File: config.mk
export PLATFORM = sky130hd
export DESIGN_NAME = mux_scan_nx1
export DESIGN_NICKNAME = d
export VERILOG_FILES = /design/src/rtl/mux_scan_nx1.sv
export SDC_FILE = /design/constraint.sdc
export NUM_CORES = 1
export LEC_CHECK = 0
export ABC_CLOCK_PERIOD_IN_PS = 5700
export CAP_MARGIN = 15
export CORE_UTILIZATION = 46
export DETAILED_ROUTE_END_ITERATION = 7
export MAX_ROUTING_LAYER = met4
export PLACE_DENSITY = 0.82
export SLEW_MARGIN = 15
export SYNTH_ARGS = -nofsm -noshare
export SYNTH_HDL_FRONTEND = slang
export SYNTH_SLANG_ARGS = --single-unit
File: constraint.sdc
create_clock -name clk -period 5.7 [get_ports clk]
set_clock_uncertainty 0.1 [all_clocks]
set_input_delay 0.57 -clock clk [delete_from_list [all_inputs] [get_ports clk]]
set_output_delay 0.57 -clock clk [all_outputs]
set_load 0.05 [all_outputs]
File: src/rtl/mux_scan_nx1.sv
// mux_scan_nx1: N-channel, W-bit multiplexer with a registered output, manual select or round-robin scan
// Latency: 1 clock from sampled din/sel/ch_mask to dout/dout_ch/dout_valid.
// Backpressure: none; en is the only pacing strobe, and dout_valid pulses once per accepted sample.
//
// Ports:
//   clk, rst_n       clock and asynchronous active-low reset
//   din              packed channel data, channel k at din[k*WIDTH +: WIDTH]
//   ch_mask          per-channel eligibility (1 = eligible)
//   sel              manual-mode channel select
//   mode             0 = manual, 1 = scan
//   en               advance/sample strobe
//   dout, dout_ch    registered sample and the channel index it came from
//   dout_valid       one-cycle pulse per accepted sample
// Legal configurations: 2 <= CH <= 256 and 2**SEL_W >= CH.

module mux_scan_nx1 #(
  parameter int WIDTH = 8,
  parameter int CH    = 8,
  parameter int SEL_W = 3
) (
  input  logic                  clk,
  input  logic                  rst_n,
  input  logic [CH*WIDTH-1:0]   din,
  input  logic [CH-1:0]         ch_mask,
  input  logic [SEL_W-1:0]      sel,
  input  logic                  mode,
  input  logic                  en,
  output logic [WIDTH-1:0]      dout,
  output logic [SEL_W-1:0]      dout_ch,
  output logic                  dout_valid
);

  localparam int               NSLOT = 1 << SEL_W;
  localparam logic [SEL_W:0]   CH_W  = (SEL_W+1)'(CH);
  localparam logic [SEL_W-1:0] CH_M1 = SEL_W'(CH - 1);

  typedef enum logic {
    MANUAL = 1'b0,
    SCAN   = 1'b1
  } state_e;

  state_e              state_q;
  logic [SEL_W-1:0]    ptr_q, ptr_d;
  logic [WIDTH-1:0]    dout_q, dout_d;
  logic [SEL_W-1:0]    ch_q, ch_d;
  logic                vld_q, vld_d;

  // Zero-padded to the full select range so that any sel value indexes
  // safely; slots >= CH read as masked-off.
  logic [NSLOT-1:0]        mask_ext;
  logic [NSLOT*WIDTH-1:0]  din_ext;

  always_comb begin
    mask_ext = '0;
    mask_ext[CH-1:0] = ch_mask;
    din_ext = '0;
    din_ext[CH*WIDTH-1:0] = din;
  end

  // Round-robin search: first eligible channel at or after ptr, wrapping
  // modulo CH. ptr + i stays below 2*CH, so one conditional subtract wraps.
  logic                found;
  logic [SEL_W-1:0]    cand;
  logic [SEL_W:0]      idx;

  always_comb begin
    found = 1'b0;
    cand  = '0;
    idx   = '0;
    for (int i = 0; i < CH; i++) begin
      idx = {1'b0, ptr_q} + (SEL_W+1)'(i);
      if (idx >= CH_W) idx = idx - CH_W;
      if (!found && mask_ext[idx[SEL_W-1:0]]) begin
        found = 1'b1;
        cand  = idx[SEL_W-1:0];
      end
    end
  end

  // The rule is chosen from the live mode input so the edge that switches
  // modes already samples under the new mode.
  always_comb begin
    ptr_d  = ptr_q;
    dout_d = dout_q;
    ch_d   = ch_q;
    vld_d  = 1'b0;
    if (en) begin
      if (mode) begin
        if (found) begin
          dout_d = din_ext[cand*WIDTH +: WIDTH];
          ch_d   = cand;
          vld_d  = 1'b1;
          ptr_d  = (cand == CH_M1) ? '0 : cand + SEL_W'(1);
        end
      end else if (mask_ext[sel]) begin
        dout_d = din_ext[sel*WIDTH +: WIDTH];
        ch_d   = sel;
        vld_d  = 1'b1;
      end
    end
  end

  always_ff @(posedge clk or negedge rst_n) begin
    if (!rst_n) begin
      state_q <= MANUAL;
      ptr_q   <= '0;
      dout_q  <= '0;
      ch_q    <= '0;
      vld_q   <= 1'b0;
    end else begin
      state_q <= mode ? SCAN : MANUAL;
      ptr_q   <= ptr_d;
      dout_q  <= dout_d;
      ch_q    <= ch_d;
      vld_q   <= vld_d;
    end
  end

  assign dout       = dout_q;
  assign dout_ch    = ch_q;
  assign dout_valid = vld_q;

  // A manual sample is only ever accepted for an in-range channel, and the
  // scan pointer never leaves 0..CH-1.
  a_manual_in_range: assert property (@(posedge clk) disable iff (!rst_n)
    (vld_q && state_q == MANUAL) |-> ({1'b0, ch_q} < CH_W));
  a_ptr_in_range: assert property (@(posedge clk) disable iff (!rst_n)
    ({1'b0, ptr_q} < CH_W));

endmodule
==> out/qor.csv <==
metric,value,unit
Crit Path Max Fanout,24,
Fin. Hold Viols,0,
Area Growth Syn to Fin,35.73,%
final non-filler cell total,392,
GR Util met1,37.02,%
register area,375.4,um2
Pwr per Cell Area,573.9,nW/um2
wire length of the first global-routing pass,11050,um
Synth Warn #,0,
Area contributors post-synth,"mux2i_1 17%, mux4_2 16%, dfrtp_1 15%",
Post-Synthesis Cells,248,
Rows,26,
Most Crowded Layer GR,met2,
fmax,206.0,MHz
MaxCap Viol Count,0,
Pwr Total,1.953,mW
largest net degree at the start of global routing,25,
multi-input combinational cell area,1946,um2
layout cells sized above 1,16.77,%
Routed WL,7541,um
# clock sinks,15,
reg2reg end,dout[0],
placed wire-length estimate,5799,um
DR vias,2398,
"commonest cells after routing, fill and taps aside","90 x clkdlybuf4s50_1, 43 x mux2i_1, 18 x nor2_1, 18 x mux4_2, 16 x mux2_2",
critical path depth,12,
initial antenna violation count,0,
# fillers,417,
fin nets,406,
synthesized cell area,2507,um2
setup TNS,0,ps
Worst EP arrival,4930,ps
post-route ant nets,0,
Die Footprint,5750,um2
met3 GRT Util,3.175,%
register-to-register setup slack,850,ps
gr usage total,27.01,%
max-slew violations,0,
Yosys reg bits,15,
H-tree levels,1,
placed cells,388,
Vias/cell,6.117,
Tcrit/Tclk final,85.16,%
syn_area_per_cell,10.11,um2
Mapped Nets,331,
largest incremental delay on the critical path,910,ps
post-place setup slack,912.2,ps
"Seq/Total Area, Yosys",14.97,%
DR WL/cell,19.24,um
CTS Hold Bufs,0,
DRC Markers,0,
final non-filler cell area,3403,um2
I/O Pins,91,
crit path capture type,flop,
clock slew seen by the registers of the worst setup and hold paths,70,ps
GRT Residual Overflow,0,
Post-Place Cell Area,3354,um2
Num CTS Buffers,3,
cell count of the worst reg-to-reg path,12,
core area,5172,um2
Worst-Margin Slew,907.8,ps
Post-synth EDFFs,0,
Period minus WS final,4854,ps
Worst R2R Start,ptr_q[1],
CP bufs+invs,2,
RSZ-0062 raised after global routing,no,
Hold Path Depth,1,
CP required,5770,ps
cells along the critical path,buf_4 -> inv_1 -> ha_1 -> mux2_2 -> mux4_2 -> nor2_1 -> nand4_1 -> and2_4 -> a21oi_4 -> mux2i_1 -> a221o_1 -> a21oi_1,
Max IR drop VDD,0.2858,mV
Setup crit end,dout[0],
"area leader, netlist",mux2i_1,
Worst-Skew Late Latency,260,ps
Synth Flop Type,dfrtp_1,
crit start category,flop,
Leak,1.349,nW
status,completed,
synth unique cells,63,
n_diodes,0,
Tightest Hold Check Type,flop to flop,
CTS max path bufs,2,
critical path's top delay family,compound AO/OA/AOI/OAI gates,
First DRT Iteration DRCs,278,
CTS root buf,clkbuf_8,
crit path max-delay cell type,ha_1,
Final Setup Violations,0,
die width,75.83,um
Starting Density,48.48,%
share of the synthesized area in the top cell type,17.17,%
DIE HEIGHT,75.83,um
placer congestion estimate,0.8802,
IO Port Bufs,90,
crit path from,ptr_q[1],
routing usage on met2,42.28,%
CTS tree,done,
PostCTS Resize Cnt,0,
vias in the first global route,2147,
"commonest non-fill, non-tap cell in the layout",clkdlybuf4s50_1,
async set-reset flop share out of synthesis,100.0,%
kind of critical path,flop to flop,
post-CTS setup repair buffer count,0,
drt pass-1 iters,4,
Worst Slack Setup Final,846.0,ps
relative max-transition margin,39.35,%
==> stage by stage <==
| step | util, % | hold slack (ps) |
|---|---|---|
| final | 65.80 | 398.6 |
| after global routing | 65.80 | 428.1 |
| after CTS | 65.80 | 401.8 |
| after detailed placement | 64.85 | 385.8 |
| after global placement | 64.85 | 367.3 |
| after floorplan | - | 174.4 |
==> cells in the mapped netlist (all sizes together), types with 4 or more instances <==
| cell | instances |
|---|---|
| a221o | 7 |
| buf | 11 |
| dfrtp | 15 |
| inv | 8 |
| a211oi | 6 |
| clkbuf | 11 |
| mux2 | 21 |
| nor2 | 19 |
| ha | 4 |
| mux4 | 18 |
| mux2i | 43 |
| nand2 | 13 |
| o21ai | 6 |
| a21oi | 15 |
==> cells by family (layout without fill, tap and decap cells) <==
| kind of cell | Yosys count | in the layout | synth area share (%) |
|---|---|---|---|
| buffers and inverters | 30 | 104 | 7.435 |
| AOI/OAI and AO/OA | 64 | 64 | 21.21 |
| muxes | 82 | 82 | 43.06 |
| and+or+nand+nor | 51 | 51 | 10.63 |
| DFF | 15 | 15 | 14.97 |
| adders and majority gates | 4 | 4 | 1.996 |
| xor gates and xnor gates | 2 | 2 | 0.6987 |
==> how the worst min path moves through the flow <==
stage | end | start | slack [ps]
after floorplan | dout[0] | rst_n | 170
after global placement | dout_ch[1] | dout_ch[1] | 370
after detailed placement | dout_ch[1] | dout_ch[1] | 390
after CTS | dout_ch[1] | dout_ch[1] | 400
after global routing | dout_ch[2] | dout_ch[2] | 430
final | dout_ch[1] | dout_ch[1] | 400
==> power by group <==
part | total, mW | switching (mW) | internal [mW]
combinational | 1.65 | 0.916 | 0.738
sequential | 0.207 | 0.0511 | 0.156
clock | 0.0915 | 0.0422 | 0.0493
total | 1.95 | 1.01 | 0.943
==> flip-flops by register name (all words and copies together) (netlist names) <==
| name | flops |
|---|---|
| dout_ch | 3 |
| ptr_q | 3 |
| dout_valid | 1 |
| dout | 8 |
==> area by class of cell <==
type | instances | share of cell area [%]
multi-input cells | 203 | 57.17
repair buffers | 92 | 26.91
flip-flops and latches | 15 | 11.03
well taps | 70 | 2.574
clock buffers | 3 | 1.213
inverters | 8 | 0.8824
clock inverters | 1 | 0.2206
==> routing by layer <==
metal	vias up	share of wire [%]	wire length, um
met3	11	5.8	440
li1	1133	-	-
met4	0	1.2	89
met5	-	0	0
met2	90	49	3728
met1	1164	44	3282
No activity file was read; power rests on OpenSTA's default activity.
